File: src/rtl/spi_slave_if.sv
// SPI pin bundle between the link master and the spi_slave endpoint.
// sclk idles high, cs is active low, miso is always driven by the slave.
interface spi_slave_if;
    logic sclk;
    logic cs;
    logic mosi;
    logic miso;

    modport master (output sclk, output cs, output mosi, input miso);
    modport slave  (input sclk, input cs, input mosi, output miso);
endinterface

File: src/rtl/spi_slave.sv
// Oversampled SPI peripheral: 1 flag bit + 8 data bits, LSB first, byte-level rx/tx.
// Optional abort reporting on frame_err is enabled by defining SPI_SLAVE_FRAME_ERR_EN.
module spi_slave (
    input  logic        clk,
    input  logic        reset_n,
    spi_slave_if.slave  spi,
    input  logic [7:0]  tx_data,
    output logic [7:0]  rx_data,
    output logic        rx_valid,
    output logic        tx_done,
    output logic        busy,
    output logic        frame_err
);

    typedef enum logic [1:0] {IDLE, FLAG, DATA, DONE} state_t;

    state_t      state;
    state_t      next_state;
    logic        sclk_s1, sclk_s2, sclk_s3;
    logic        cs_s1, cs_s2;
    logic        mosi_s1, mosi_s2;
    logic        sclk_fall;
    logic        flag;
    logic        miso_bit;
    logic [2:0]  bitcnt;
    logic [7:0]  rx_shift;
    logic [7:0]  tx_shift;

    // Synchronizers idle at the inactive pin levels so reset never fakes an edge
    always_ff @(posedge clk or negedge reset_n) begin
        if (!reset_n) begin
            sclk_s1 <= 1'b1;
            sclk_s2 <= 1'b1;
            sclk_s3 <= 1'b1;
            cs_s1   <= 1'b1;
            cs_s2   <= 1'b1;
            mosi_s1 <= 1'b0;
            mosi_s2 <= 1'b0;
        end else begin
            sclk_s1 <= spi.sclk;
            sclk_s2 <= sclk_s1;
            sclk_s3 <= sclk_s2;
            cs_s1   <= spi.cs;
            cs_s2   <= cs_s1;
            mosi_s1 <= spi.mosi;
            mosi_s2 <= mosi_s1;
        end
    end

    assign sclk_fall = sclk_s3 & ~sclk_s2;

    always_ff @(posedge clk or negedge reset_n) begin
        if (!reset_n) state <= IDLE;
        else          state <= next_state;
    end

    // A released cs always wins over a coincident sclk fall
    always_comb begin
        next_state = state;
        case (state)
            IDLE: if (!cs_s2) next_state = FLAG;
            FLAG: begin
                if (cs_s2)          next_state = IDLE;
                else if (sclk_fall) next_state = DATA;
            end
            DATA: begin
                if (cs_s2)                            next_state = IDLE;
                else if (sclk_fall && bitcnt == 3'd7) next_state = DONE;
            end
            DONE: if (cs_s2) next_state = IDLE;
            default: next_state = IDLE;
        endcase
    end

    always_ff @(posedge clk or negedge reset_n) begin
        if (!reset_n) begin
            flag     <= 1'b0;
            miso_bit <= 1'b0;
            bitcnt   <= 3'd0;
            rx_shift <= 8'h00;
            tx_shift <= 8'h00;
            rx_data  <= 8'h00;
            rx_valid <= 1'b0;
            tx_done  <= 1'b0;
        end else begin
            rx_valid <= 1'b0;
            tx_done  <= 1'b0;
            case (state)
                IDLE: begin
                    bitcnt <= 3'd0;
                    flag   <= 1'b0;
                end
                FLAG: begin
                    if (!cs_s2 && sclk_fall) begin
                        flag <= mosi_s2;
                        if (mosi_s2) begin
                            miso_bit <= tx_data[0];
                            tx_shift <= {1'b0, tx_data[7:1]};
                        end
                    end
                end
                DATA: begin
                    if (!cs_s2 && sclk_fall) begin
                        rx_shift <= {mosi_s2, rx_shift[7:1]};
                        bitcnt   <= bitcnt + 3'd1;
                        if (flag) begin
                            miso_bit <= tx_shift[0];
                            tx_shift <= {1'b0, tx_shift[7:1]};
                        end
                        // Pulses land in the first DONE cycle
                        if (bitcnt == 3'd7) begin
                            if (flag) begin
                                tx_done <= 1'b1;
                            end else begin
                                rx_data  <= {mosi_s2, rx_shift[7:1]};
                                rx_valid <= 1'b1;
                            end
                        end
                    end
                end
                default: ;
            endcase
        end
    end

    // Gating keeps miso low in IDLE and on write frames, including straight out of reset
    assign spi.miso = (state != IDLE) && flag && miso_bit;
    assign busy     = (state != IDLE);

`ifdef SPI_SLAVE_FRAME_ERR_EN
    always_ff @(posedge clk or negedge reset_n) begin
        if (!reset_n) frame_err <= 1'b0;
        else          frame_err <= cs_s2 && ((state == FLAG) || (state == DATA));
    end
`else
    assign frame_err = 1'b0;
`endif

endmodule

File: src/flat_wrapper.sv
// flat-port wrapper written by rule: the top's interface ports become plain ports
module spi_slave_flat 
  (clk, reset_n, tx_data, rx_data, rx_valid, tx_done, busy, frame_err, spi_sclk, spi_cs, spi_mosi, spi_miso);
  spi_slave_if spi_i ();
  input  logic clk;
  input  logic reset_n;
  input  logic [7:0] tx_data;
  output logic [7:0] rx_data;
  output logic rx_valid;
  output logic tx_done;
  output logic busy;
  output logic frame_err;
  input wire logic [$bits(spi_i.sclk)-1:0] spi_sclk;
  input wire logic [$bits(spi_i.cs)-1:0] spi_cs;
  input wire logic [$bits(spi_i.mosi)-1:0] spi_mosi;
  output wire logic [$bits(spi_i.miso)-1:0] spi_miso;
  assign spi_i.sclk = spi_sclk;
  assign spi_i.cs = spi_cs;
  assign spi_i.mosi = spi_mosi;
  assign spi_miso = spi_i.miso;
  spi_slave u_core (.clk(clk), .reset_n(reset_n), .spi(spi_i), .tx_data(tx_data), .rx_data(rx_data), .rx_valid(rx_valid), .tx_done(tx_done), .busy(busy), .frame_err(frame_err));
endmodule
File: config.mk
export PLATFORM = sky130hd
export DESIGN_NAME = spi_slave_flat
export DESIGN_NICKNAME = d
export VERILOG_FILES = /design/src/rtl/spi_slave_if.sv /design/src/rtl/spi_slave.sv /design/src/flat_wrapper.sv
export SDC_FILE = /design/constraint.sdc
export NUM_CORES = 1
export LEC_CHECK = 0
export ABC_AREA = 1
export CAP_MARGIN = 10
export CORE_ASPECT_RATIO = 1.1
export CORE_UTILIZATION = 55
export CTS_CLUSTER_DIAMETER = 80
export DETAILED_ROUTE_END_ITERATION = 10
export DONT_BUFFER_PORTS = 1
export PLACE_DENSITY = 0.73
export SKIP_CTS_REPAIR_TIMING = 1
export SYNTH_ARGS = -nofsm -noshare
export SYNTH_HDL_FRONTEND = slang
export SYNTH_SLANG_ARGS = --single-unit
File: constraint.sdc
create_clock -name clk -period 1.51 [get_ports clk]
set_input_delay 0.453 -clock clk [delete_from_list [all_inputs] [get_ports clk]]
set_output_delay 0.453 -clock clk [all_outputs]
set_load 0.01 [all_outputs]
; ---- Word level (Yosys, flattened, before mapping)
; Cells that the tools add are included.
[op_classes]
addsub = 1
eq_ne = 12
mux = 29
n_bitwise = 3
reduce_logical = 16
[ops]
columns = operator, count
row1 = $mux W8, 4
row2 = $pmux W8 S2, 1
row3 = $mux W1, 13
row4 = $mux W2, 6
row5 = $ne A2 B1 Y1 const B, 5
row6 = $pmux W2 S4, 1
row7 = $reduce_and A4 Y1, 2
row8 = $reduce_bool A2 Y1, 4
row9 = $ne A3 B1 Y1 const B, 2
row10 = $pmux W3 S2, 1
row11 = $reduce_and A2 Y1, 3
row12 = $reduce_and A5 Y1, 1
row13 = $eq A2 B2 Y1 const B, 2
row14 = $logic_and A1 B1 Y1, 4
row15 = $pmux W1 S2, 2
row16 = $add A3 B1 Y3 const B, 1
row17 = $eq A3 B3 Y1 const B, 1
row18 = $mux W3, 1
row19 = $eq A2 B1 Y1 const B, 1
row20 = $logic_not A2 Y1, 1
row21 = $ne A2 B2 Y1 const B, 1
row22 = $not A1 Y1, 2
row23 = $and A1 B1 Y1, 1
row24 = $logic_not A1 Y1, 1
[totals]
reg_bits = 40
output_inout_bits = 13
elab_cells = 77

; ---- Logic depth before layout (Yosys ltp)
[depth]
depth_word = 6
mapped_depth = 8

; ---- Worst setup path before layout
; No wires, ideal clock.
[synth_path]
path_type = register to register
from = register u_core.state[0]
to = register u_core.miso_bit
setup_ns = 0.117
t_arrival_ns = 1.294
required_time_ns = 1.393
slack_ns = 0.099
path_stages_with_launch = 9
period_less_slack_ns = 1.411
cell_sequence = dfrtp_1 -> inv_1 -> ha_1 -> nand2_2 -> nand2_1 -> a21oi_4 -> nand2_4 -> nand2_1 -> nand2_1
[synth_via]
elab_chain_cells = 3
[synth_lines]
columns = item, line_no
row1 = start: declaration, spi_slave.sv:17  ; state_t state;
row2 = start signal: assignment, spi_slave.sv:54  ; else state <= next_state;
row3 = $eq A2 B2 Y1 or $eq A2 B1 Y1 (tied branches), spi_slave.sv:88  ; case (state)
row4 = $ne A2 B1 Y1 (no source line) or $reduce_bool A2 Y1 (tied branches), -
row5 = $reduce_and A5 Y1 (no source line), -
row6 = end signal: assignment, spi_slave.sv:97  ; miso_bit <= tx_data[0];
row7 = end signal: assignment, spi_slave.sv:107  ; miso_bit <= tx_shift[0];
row8 = end: declaration, spi_slave.sv:24  ; logic miso_bit;
; Several ways; a longest one is shown, not always the timed one.
; A chain may end at the register's enable or synchronous reset.

; ---- Worst setup path after layout
[layout_path]
from = register u_core.state[1]
to = output port spi_miso
[layout_via]
elab_chain_cells = 3
[layout_lines]
columns = item, line_no
row1 = $reduce_bool A2 Y1, spi_slave.sv:127  ; assign spi.miso = (state != IDLE) && flag && miso_bit;
row2 = $logic_and A1 B1 Y1 (2 in a row), spi_slave.sv:127
row3 = end: declaration, flat_wrapper.sv:16  ; output wire logic [$bits(spi_i.miso)-1:0] spi_miso;
; Every way passes these cells.

==> results.tsv <==
stage	metric	value	unit
run_status	status	finished with violations	
run_status	failing checks	setup timing	
synth	yosys warns	0	
routing	vias	1252	
setup_path	FF-to-FF path depth	9	
sta	fmax	600.1	MHz
synth	average size of a mapped cell	8.834	um2
floorplanning	Die Y	61.30	um
sta	Final Cycle Share	110.4	%
sta	clock skew	0.007542	ns
cts	H-tree level count	2	
final_layout	Final #Nets	234	
sta	RSZ-0062 raised after global routing	true	
min_path	hold crit path type	input pin to register	
synth	register bit count reported by yosys	38	
grt	vias in the first global route	1187	
synth	Syn Std Cell Area	1758	um2
grt	Overflow after GRT	0	
routing	drt first pass iters	5	
setup_path	critical path required time	1.06	ns
floorplanning	Chip Width	55.91	um
setup_path	critical path startpoint	u_core.state[1]$_DFFE_PN0P_	
synth	syn nets	220	
routing	drt total wl	3183	um
routing	Detail Route Antenna Nets	0	
sta	final setup fails	2	
setup_path	R2R Path End	u_core.state[0]$_DFFE_PN0P_	
synth	Seq/Total Area, Yosys	54.45	%
sta	final worst slack	-0.1565	ns
floorplanning	Starting Density	57.68	%
synth	Cell variety after synth	23	
final_layout	n_diodes	0	
routing	DRC Markers	0	
floorplanning	Die Footprint	3427	um2
final_layout	area grow syn2layout	13.95	%
placement	Port Buffers	0	
min_path	hold path cells	0	
power_and_ir_drop	P per Cell Area	1525	nW/um2
setup_path	crit-path max FO	5	
grt	largest net degree at the start of global routing	39	
routing	DR WL/cell	12.89	um
placement	HPWL Detailed	2118	um
floorplanning	row cnt	21	
sta	min Tclk post-route	1.667	ns
min_path	Hold Crit Endpoint	u_core.cs_s1$_DFF_PN1_	
cts	Worst-Skew Late Latency	0.34	ns
sta	Pins Over Slew Limit	0	
sta	setup_tns	-0.3050	ns
cts	clk sinks	38	
placement	pre-CTS setup slack	-0.03896	ns
cts	CTS Buffer Depth	2	
sta	count of final hold-check violations	0	
setup_path	worst r2r src	u_core.state[1]$_DFFE_PN0P_	
setup_path	reg2reg setup slack	0	ns
power_and_ir_drop	Max rail drop VDD	984.5	uV
routing	starting DRC count in detailed routing	44	
setup_path	Startpoint Class	register	
power_and_ir_drop	Leak	1.028	nW
setup_path	Worst EP arrival	1.21	ns
floorplanning	core area	3048	um2
cts	CTS root buf	clkbuf_4	
placement	placed cell count	234	
cts	CTS tree	yes	
synth	Mapped Cells	199	
cts	CTS Buf Count	5	
routing	Via density	5.069	
grt	initial antenna violation count	0	
grt	GRT Resource Usage Total	19.09	%
job	MaxCap Viol Count	0	
placement	gpl congestion	0.7700	
final_layout	Finished Layout Cells	247	
floorplanning	# IOs	26	
setup_path	Worst setup EP type	output port	
min_path	HP Start	spi_cs	
sta	hold_ws	0.1059	ns
setup_path	crit path kind	register to output port	
cts	Reg clk slew, reported paths	0.09	ns
grt	first-pass GRT wire length	4940	um
final_layout	fraction of layout cells with a size suffix above 1	18.78	%
[worst max path at each step]
stage | slack, ns | cells past startpoint | to
4_1_cts | -0.29 | 3 | spi_miso
3_3_place_gp | 0.03 | 7 | u_core.rx_shift[2]$_DFFE_PN0P_
5_1_grt | -0.23 | 3 | spi_miso
6_report | -0.16 | 3 | spi_miso
3_5_place_dp | -0.04 | 7 | u_core.rx_shift[6]$_DFFE_PN0P_
2_1_floorplan | 0.1 | 8 | u_core.miso_bit$_DFFE_PN0P_
[synth_stat cells]
cell type	n	area share [%]
dfrtp_1	33	47
nand2_1	70	15
nor3_1	2	0.57
conb_1	1	0.21
buf_6	2	1.3
o21ai_0	9	2.6
nor2_2	2	0.71
nor3_4	1	0.93
inv_1	23	4.9
nand2_4	1	0.64
buf_2	1	0.28
inv_2	2	0.43
buf_4	1	0.43
dfstp_2	5	7.5
nand3_1	13	3.7
nor2_1	8	1.7
a21oi_4	1	0.93
o21ai_1	6	1.7
nand2_2	3	1.1
ha_1	8	5.7
nand3_4	1	1.0
o22ai_1	2	0.71
a21oi_1	4	1.1
[per-layer routing]
| metal | part of all wire (%) | routed length [um] | track usage [%] |
|---|---|---|---|
| met1 | 44 | 1385 | 22.54 |
| met2 | 51 | 1614 | 32.87 |
| met3 | 4.0 | 127 | 6.303 |
| met4 | 1.8 | 56 | 8.362 |
| met5 | 0 | 0 | 0 |
[cell type report]
| type | count | area [um2] |
|---|---|---|
| fill | 249 | 1045 |
| clock buffer | 7 | 45.04 |
| sequential | 38 | 957.2 |
| tap | 34 | 42.54 |
| multi-input combinational | 132 | 738.2 |
| timing repair buffer | 11 | 126.4 |
| inverter | 25 | 93.84 |
[sequential cells by signal, indices dropped and copies added (netlist names), 2 cells and up]
register / count
u_core.bitcnt: 3
u_core.rx_data: 8
u_core.rx_shift: 7
u_core.state: 2
u_core.tx_shift: 7
[worst max-delay path: stages (launching register included)]
cell	delay [ns]
dfrtp_1	0.44
inv_2	0.09
ha_4	0.18
nor2_2	0.18
[power by group]
part	switching, mW	internal (mW)	leakage, nW
Combinational	0.695	0.488	0.514
Sequential	0.144	1.25	0.489
Clock	0.298	0.176	0.0254
[kinds of logic (layout without fill, tap and decap cells)]
kind of cell               Yosys count  after routing  synth area share (%)
adders and majority gates            8              8                 5.694
and+or+nand+nor                    101            101                 25.27
other                                1              1                0.2133
DFF                                 38             38                 54.45
AOI/OAI and AO/OA                   22             22                 7.046
buffers and inverters               29             43                 7.331
[stage by stage]
stage	power, mW	util [%]	cell area [um2]
global route	3.263	65.72	2003
finish	3.054	65.72	2003
detailed placement	2.325	59.56	1815
global placement	2.272	59.56	1815
floorplan	2.080	-	1758
CTS	2.796	61.04	1861
[cells in the final DEF, fill, tap and decap left out, drive strengths merged]
cell type and count:
nand2 74, o21ai 15, conb 1, a21oi 5
dfstp 5, dlygate4sd3 1, ha 8, nor3 3
nor2 10, dfrtp 33, inv 25, clkbuf 7
buf 10, o22ai 2, nand3 14
Power figures use the tool's default switching activity.
